`src/rtl/instruction_encoder_loader_if.sv`:
```
// ----------------------------------------------------------------------------
// instruction_encoder_loader_if
//   Groups the field-input handshake and the instruction-memory write bus of
//   instruction_encoder_loader.
//   Field side : valid_i / ready_o handshake plus op, rd, rs1, rs2, funct3,
//                funct7 and the sign-extended immediate.
//   Memory side: one-cycle write strobe with registered byte address and data.
//   Modports   : slave  = the encoder/loader block
//                master = whoever supplies fields and consumes the writes
// ----------------------------------------------------------------------------
interface instruction_encoder_loader_if;
    logic        valid_i;
    logic        ready_o;
    logic [6:0]  op_i;
    logic [4:0]  rd_i;
    logic [4:0]  rs1_i;
    logic [4:0]  rs2_i;
    logic [2:0]  funct3_i;
    logic [6:0]  funct7_i;
    logic [31:0] imm_i;
    logic        mem_we_o;
    logic [31:0] mem_addr_o;
    logic [31:0] mem_data_o;

    modport slave (
        input  valid_i, op_i, rd_i, rs1_i, rs2_i, funct3_i, funct7_i, imm_i,
        output ready_o, mem_we_o, mem_addr_o, mem_data_o
    );

    modport master (
        output valid_i, op_i, rd_i, rs1_i, rs2_i, funct3_i, funct7_i, imm_i,
        input  ready_o, mem_we_o, mem_addr_o, mem_data_o
    );
endinterface

```
`src/rtl/instruction_encoder_loader.sv`:
```
// ----------------------------------------------------------------------------
// instruction_encoder_loader
//   Packs opcode/register/funct/immediate fields into 32-bit RV32I words
//   (I, S, U and R formats) and writes them to consecutive word addresses of
//   instruction memory starting at BASE_ADDR. Rejects unknown opcodes and
//   immediates that do not fit their format.
// Ports
//   clk        : rising-edge clock
//   reset      : asynchronous, active-low reset
//   clear_i    : synchronous clear (index -> 0, in-flight word dropped)
//   bus        : field handshake + memory write bus (slave modport)
//   count_o    : words written since reset/clear
//   full_o     : count_o == DEPTH
//   err_o      : one-cycle pulse when a word is rejected
//   err_code_o : 01 bad opcode, 10 immediate out of range; held until the
//                next accept or clear
// ----------------------------------------------------------------------------
module instruction_encoder_loader #(
    parameter int          DEPTH     = 64,
    parameter logic [31:0] BASE_ADDR = 32'h0040_0000
) (
    input  logic                           clk,
    input  logic                           reset,
    input  logic                           clear_i,
    instruction_encoder_loader_if.slave    bus,
    output logic [7:0]                     count_o,
    output logic                           full_o,
    output logic                           err_o,
    output logic [1:0]                     err_code_o
);
    localparam logic [7:0] DEPTH_C = 8'(DEPTH);

    localparam logic [6:0] OP_I = 7'b0010011;
    localparam logic [6:0] OP_S = 7'b0100011;
    localparam logic [6:0] OP_U = 7'b0110111;
    localparam logic [6:0] OP_R = 7'b0110011;

    typedef enum logic [1:0] {S_IDLE, S_ENCODE, S_WRITE, S_FULL} state_t;

    state_t      state_q, state_d;
    logic [6:0]  op_q, op_d;
    logic [4:0]  rd_q, rd_d;
    logic [4:0]  rs1_q, rs1_d;
    logic [4:0]  rs2_q, rs2_d;
    logic [2:0]  f3_q, f3_d;
    logic [6:0]  f7_q, f7_d;
    logic [31:0] imm_q, imm_d;
    logic [7:0]  count_q, count_d;
    logic        we_q, we_d;
    logic [31:0] addr_q, addr_d;
    logic [31:0] data_q, data_d;
    logic        err_q, err_d;
    logic [1:0]  err_code_q, err_code_d;

    logic [31:0] enc_word;
    logic        bad_op;
    logic        bad_imm;

    // Format packing and range check from the registered fields.
    always_comb begin
        enc_word = {f7_q, rs2_q, rs1_q, f3_q, rd_q, op_q};
        bad_op   = 1'b0;
        bad_imm  = 1'b0;
        case (op_q)
            OP_I: begin
                enc_word = {imm_q[11:0], rs1_q, f3_q, rd_q, op_q};
                bad_imm  = (imm_q[31:11] != {21{imm_q[11]}});
            end
            OP_S: begin
                enc_word = {imm_q[11:5], rs2_q, rs1_q, f3_q, imm_q[4:0], op_q};
                bad_imm  = (imm_q[31:11] != {21{imm_q[11]}});
            end
            OP_U: begin
                // imm carries the 20-bit upper value unshifted, sign-extended
                enc_word = {imm_q[19:0], rd_q, op_q};
                bad_imm  = (imm_q[31:19] != {13{imm_q[19]}});
            end
            OP_R: begin
                enc_word = {f7_q, rs2_q, rs1_q, f3_q, rd_q, op_q};
            end
            default: bad_op = 1'b1;
        endcase
    end

    always_comb begin
        state_d    = state_q;
        op_d       = op_q;
        rd_d       = rd_q;
        rs1_d      = rs1_q;
        rs2_d      = rs2_q;
        f3_d       = f3_q;
        f7_d       = f7_q;
        imm_d      = imm_q;
        count_d    = count_q;
        we_d       = 1'b0;
        addr_d     = addr_q;
        data_d     = data_q;
        err_d      = 1'b0;
        err_code_d = err_code_q;

        case (state_q)
            S_IDLE: begin
                if (bus.valid_i) begin
                    op_d       = bus.op_i;
                    rd_d       = bus.rd_i;
                    rs1_d      = bus.rs1_i;
                    rs2_d      = bus.rs2_i;
                    f3_d       = bus.funct3_i;
                    f7_d       = bus.funct7_i;
                    imm_d      = bus.imm_i;
                    err_code_d = 2'b00;
                    state_d    = S_ENCODE;
                end
            end
            S_ENCODE: begin
                if (bad_op) begin
                    err_d      = 1'b1;
                    err_code_d = 2'b01;
                    state_d    = S_IDLE;
                end else if (bad_imm) begin
                    err_d      = 1'b1;
                    err_code_d = 2'b10;
                    state_d    = S_IDLE;
                end else begin
                    we_d    = 1'b1;
                    addr_d  = BASE_ADDR + {22'd0, count_q, 2'b00};
                    data_d  = enc_word;
                    state_d = S_WRITE;
                end
            end
            S_WRITE: begin
                count_d = count_q + 8'd1;
                state_d = (count_q + 8'd1 == DEPTH_C) ? S_FULL : S_IDLE;
            end
            default: ; // S_FULL waits for clear_i
        endcase

        // Clear overrides everything, including an accept in the same cycle.
        if (clear_i) begin
            state_d    = S_IDLE;
            count_d    = 8'd0;
            we_d       = 1'b0;
            err_d      = 1'b0;
            err_code_d = 2'b00;
        end
    end

    always_ff @(posedge clk or negedge reset) begin
        if (!reset) begin
            state_q    <= S_IDLE;
            op_q       <= 7'd0;
            rd_q       <= 5'd0;
            rs1_q      <= 5'd0;
            rs2_q      <= 5'd0;
            f3_q       <= 3'd0;
            f7_q       <= 7'd0;
            imm_q      <= 32'd0;
            count_q    <= 8'd0;
            we_q       <= 1'b0;
            addr_q     <= 32'd0;
            data_q     <= 32'd0;
            err_q      <= 1'b0;
            err_code_q <= 2'b00;
        end else begin
            state_q    <= state_d;
            op_q       <= op_d;
            rd_q       <= rd_d;
            rs1_q      <= rs1_d;
            rs2_q      <= rs2_d;
            f3_q       <= f3_d;
            f7_q       <= f7_d;
            imm_q      <= imm_d;
            count_q    <= count_d;
            we_q       <= we_d;
            addr_q     <= addr_d;
            data_q     <= data_d;
            err_q      <= err_d;
            err_code_q <= err_code_d;
        end
    end

    assign bus.ready_o    = (state_q == S_IDLE);
    // A clear arriving during the WRITE cycle kills that cycle's strobe too.
    assign bus.mem_we_o   = we_q & ~clear_i;
    assign bus.mem_addr_o = addr_q;
    assign bus.mem_data_o = data_q;
    assign count_o        = count_q;
    assign full_o         = (count_q == DEPTH_C);
    assign err_o          = err_q;
    assign err_code_o     = err_code_q;
endmodule

```
`src/flat_wrapper.sv`:
```
// flat-port wrapper written by rule: the top's interface ports become plain ports
module instruction_encoder_loader_flat 
#(
    parameter int          DEPTH     = 64,
    parameter logic [31:0] BASE_ADDR = 32'h0040_0000
)
  (clk, reset, clear_i, count_o, full_o, err_o, err_code_o, bus_valid_i, bus_op_i, bus_rd_i, bus_rs1_i, bus_rs2_i, bus_funct3_i, bus_funct7_i, bus_imm_i, bus_ready_o, bus_mem_we_o, bus_mem_addr_o, bus_mem_data_o);
  instruction_encoder_loader_if bus_i ();
  input  logic clk;
  input  logic reset;
  input  logic clear_i;
  output logic [7:0] count_o;
  output logic full_o;
  output logic err_o;
  output logic [1:0] err_code_o;
  input wire logic [$bits(bus_i.valid_i)-1:0] bus_valid_i;
  input wire logic [$bits(bus_i.op_i)-1:0] bus_op_i;
  input wire logic [$bits(bus_i.rd_i)-1:0] bus_rd_i;
  input wire logic [$bits(bus_i.rs1_i)-1:0] bus_rs1_i;
  input wire logic [$bits(bus_i.rs2_i)-1:0] bus_rs2_i;
  input wire logic [$bits(bus_i.funct3_i)-1:0] bus_funct3_i;
  input wire logic [$bits(bus_i.funct7_i)-1:0] bus_funct7_i;
  input wire logic [$bits(bus_i.imm_i)-1:0] bus_imm_i;
  output wire logic [$bits(bus_i.ready_o)-1:0] bus_ready_o;
  output wire logic [$bits(bus_i.mem_we_o)-1:0] bus_mem_we_o;
  output wire logic [$bits(bus_i.mem_addr_o)-1:0] bus_mem_addr_o;
  output wire logic [$bits(bus_i.mem_data_o)-1:0] bus_mem_data_o;
  assign bus_i.valid_i = bus_valid_i;
  assign bus_i.op_i = bus_op_i;
  assign bus_i.rd_i = bus_rd_i;
  assign bus_i.rs1_i = bus_rs1_i;
  assign bus_i.rs2_i = bus_rs2_i;
  assign bus_i.funct3_i = bus_funct3_i;
  assign bus_i.funct7_i = bus_funct7_i;
  assign bus_i.imm_i = bus_imm_i;
  assign bus_ready_o = bus_i.ready_o;
  assign bus_mem_we_o = bus_i.mem_we_o;
  assign bus_mem_addr_o = bus_i.mem_addr_o;
  assign bus_mem_data_o = bus_i.mem_data_o;
  instruction_encoder_loader #(.DEPTH(DEPTH), .BASE_ADDR(BASE_ADDR)) u_core (.clk(clk), .reset(reset), .clear_i(clear_i), .bus(bus_i), .count_o(count_o), .full_o(full_o), .err_o(err_o), .err_code_o(err_code_o));
endmodule
```
`config.mk`:
```
export PLATFORM = sky130hd
export DESIGN_NAME = instruction_encoder_loader_flat
export DESIGN_NICKNAME = d
export VERILOG_FILES = /design/src/rtl/instruction_encoder_loader_if.sv /design/src/rtl/instruction_encoder_loader.sv /design/src/flat_wrapper.sv
export SDC_FILE = /design/constraint.sdc
export NUM_CORES = 1
export LEC_CHECK = 0
export ABC_AREA = 1
export BUFFER_PORTS_ARGS = -buffer_cell sky130_fd_sc_hd__buf_2
export CAP_MARGIN = 20
export CORE_MARGIN = 2
export CORE_UTILIZATION = 50
export DETAILED_ROUTE_END_ITERATION = 10
export GPL_ROUTABILITY_DRIVEN = 1
export PLACE_DENSITY = 0.86
export SYNTH_ARGS = -nofsm -noshare
export SYNTH_HDL_FRONTEND = slang
export SYNTH_SLANG_ARGS = --single-unit
```
`constraint.sdc`:
```
create_clock -name clk -period 2 [get_ports clk]
set_input_delay 0.3 -clock clk [delete_from_list [all_inputs] [get_ports clk]]
set_output_delay 0.3 -clock clk [all_outputs]
set_load 0.05 [all_outputs]
```
==> flow_summary.json <==
{
  "cp_slowest_cell": "dfrtp_1",
  "drc": 0,
  "drt_iter0_markers": 262,
  "grt_pass1_vias": 4422,
  "drtAntennaViolNets": 0,
  "crit_chain": "inv_2 > ha_4 > nand4_1 > nor4_4 > buf_6",
  "post-route-period-util_pct": 95.9,
  "synth_area_leaders": "dfrtp_1 (53%), nand2_1 (8.9%), mux2_2 (8.0%)",
  "setup_tns_ns": 0,
  "final_nets": 824,
  "crit_arrival_ns": 1.62,
  "synthToLayoutAreaGrowth_pct": 28.7,
  "slew_violations": 0,
  "synth_cells": 604,
  "clk_latency_ns": 0.52,
  "cap_viol_max_count": 0,
  "place_inst": 854,
  "path_delay_family": "flip-flops",
  "via_per_inst": 5.11,
  "hold_viol_final": 0,
  "routedWlPerCell_um": 15.3,
  "diodes": 0,
  "synth_area_leader_cell": "dfrtp_1",
  "grt_overflow": 0,
  "critical_path_required_ns": 1.70,
  "antenna_found_initial": 0,
  "p_sw_w": 0.00403,
  "cp-end-kind": "output pin",
  "hpwl_um": 9370,
  "synth_top_area_share_pct": 52.9,
  "cts_buffers": 17,
  "combPwrFrac_pct": 33.5,
  "tightest_slew_ns": 0.588,
  "fin_cells": 904,
  "path_buf_inv": 2,
  "clock_skew_ns": 0.00672,
  "max_freq_ghz": 0.522,
  "cpPeakStageDelay_ns": 0.40,
  "syn_area_um2": 5620,
  "synthTopCellsByCount": "nand2_1 (133), dfrtp_1 (119), inv_1 (61)",
  "routabilityCongestion": 0.835,
  "grt_usage_pct": 23.6,
  "slew_headroom_pct": 60.8,
  "die_x_um": 110,
  "whs_ns": 0.00982,
  "critPathKind": "flop to output pin",
  "initial_core_util_pct": 51.7,
  "dr.pass1.iters": 5,
  "peakVddDrop_v": 0.000969,
  "hold_path.class": "primary input to flop",
  "grt_max_degree": 45,
  "vias": 4618,
  "coreArea_um2": 10900,
  "ys.warnings.count": 0,
  "cts_tree": "yes",
  "htreeDepth": 4,
  "period_needed_ns": 1.92,
  "clock_path_buffers": 2,
  "synth_edf_count": 0,
  "grt_pass1_wl_um": 21500,
  "fp.dieH_um": 110,
  "p_clk_share_pct": 29.5,
  "clkSinkCount": 119,
  "switching_share_pct": 39.3,
  "finalSetupViolations": 0,
  "cts.clk_slew.worst_paths_ns": 0.06,
  "clockRootBuffer": "clkbuf_8",
  "synth.distinct_cells": 37,
  "async_flop_share_pct": 100,
  "status": "complete, no violations",
  "seqPwrFrac_pct": 37.0,
  "wl_um": 13800,
  "start_kind": "flop",
  "synth.most_common_cell": "nand2_1",
  "ys_seq_area_share_pct": 52.9,
  "ioPinCount": 146,
  "synth_seq_cells": 119,
  "io_buffers": 122,
  "p_leak_nw": 3.76,
  "internal_power_w": 0.00623,
  "worstPathMaxFanout": 2,
  "design.die.area_um2": 12100,
  "powerDensity_nw_per_um2": 1420,
  "rows": 38,
  "syn-mean-instance-area_um2": 9.31,
  "ys.flop_type": "dfrtp_1",
  "drive_gt1_share_pct": 34.4
}
[through the flow]
stage | setup WS, ns | power [W] | util (%) | area (µm²)
global placement | 0.214 | 0.00698 | 58.7 | 6390
global route | -0.0162 | 0.0108 | 66.5 | 7240
finish | 0.0826 | 0.0103 | 66.5 | 7240
floorplan | 0.107 | 0.00616 | - | 5720
CTS | -0.000428 | 0.0102 | 65.0 | 7070
detailed placement | 0.136 | 0.00711 | 58.7 | 6390
[timing repair]
action | CTS | global route
endpoints found under the hold margin | 45 | 1
setup buffers | 4 | 6
gates cloned | 0 | 3
resized for setup | 8 | 6
hold buffers | 4 | 1
setup endpoints to repair | 1 | 34
pin swaps | 2 | 1
[power groups by stage]
stage               Combinational (W)  Clock (W)  Sequential, W
floorplan                     0.00160          0        0.00456
global placement              0.00323          0        0.00375
detailed placement            0.00332          0        0.00379
CTS                           0.00337    0.00306        0.00377
global route                  0.00374    0.00319        0.00388
finish                        0.00344    0.00303        0.00379
[layer usage]
layer | global-route usage, % | part of all wire, % | vias up | wire (µm)
met3 | 5.41 | 6.7 | 31 | 919
met1 | 30.4 | 41 | 2209 | 5650
li1 | - | - | 2182 | -
met4 | 10.2 | 2.6 | 0 | 365
met2 | 38.4 | 50 | 196 | 6880
met5 | 0 | 0 | - | 0
[final cells by class]
| class | count | area (µm²) |
|---|---|---|
| clock inverter | 14 | 176 |
| inverter | 67 | 251 |
| fill | 874 | 3650 |
| sequential | 119 | 2980 |
| multi-input combinational | 395 | 2240 |
| clock buffer | 18 | 418 |
| timing repair buffer | 151 | 1000 |
| tap | 140 | 175 |
[worst paths after layout]
path	startpoint	end	slack [ns]	depth (start not counted)
min reg2reg	u_core.bus.mem_data_o[1]	u_core.bus.mem_data_o[1]	0.46	2
max in group asynchronous	reset	u_core.op_q[2]	1.05	3
max	u_core.count_o[1]	full_o	0.08	5
max reg2reg	u_core.op_q[3]	u_core.bus.mem_data_o[29]	0.12	9
min in group asynchronous	reset	u_core.rs1_q[2]	0.32	2
min	bus_imm_i[22]	u_core.imm_q[22]	0.01	2
[registers in the layout, summed over array words and instances, names as in the netlist, 3 cells and up]
signal                 count
u_core.rd_q                5
u_core.f3_q                3
u_core.rs2_q               5
u_core.count_o             8
u_core.f7_q                7
u_core.rs1_q               5
u_core.imm_q              32
u_core.bus.mem_data_o     32
u_core.bus.mem_addr_o      9
u_core.op_q                7
[cell usage in the layout, fill, tap and decap left out, drive strengths merged]
cell           n
nand3b         1
nor2          49
or2            4
nand3         12
ha             5
buf          142
o22ai          3
nor3          10
o21ai         56
a21oi         26
inv           68
conb          23
nand2        144
and3           6
bufinv         3
clkinvlp       5
a31oi          5
xor2           4
clkbuf        22
and2           1
dlygate4sd3    5
nor3b          1
nor4           1
dfrtp        119
clkinv         5
nand4          4
mux2          40
[worst register-to-register path, delay by kind of cell, from the launching register on]
family,cells,cell delay (ns)
buffers and inverters,4,0.62
flip-flops,1,0.41
AND/OR/NAND/NOR,4,0.62
AO/OA/AOI/OAI,1,0.11
[cell families after synthesis]
| group | share of synthesized area (%) |
|---|---|
| buffers and inverters | 9.74 |
| xor gates and xnor gates | 0.623 |
| other | 0.0667 |
| muxes | 8.01 |
| DFF | 52.9 |
| AOI/OAI and AO/OA | 8.85 |
| adders and majority gates | 1.11 |
| and+or+nand+nor | 18.6 |
Note: power is estimated with default switching activity, not from simulation.
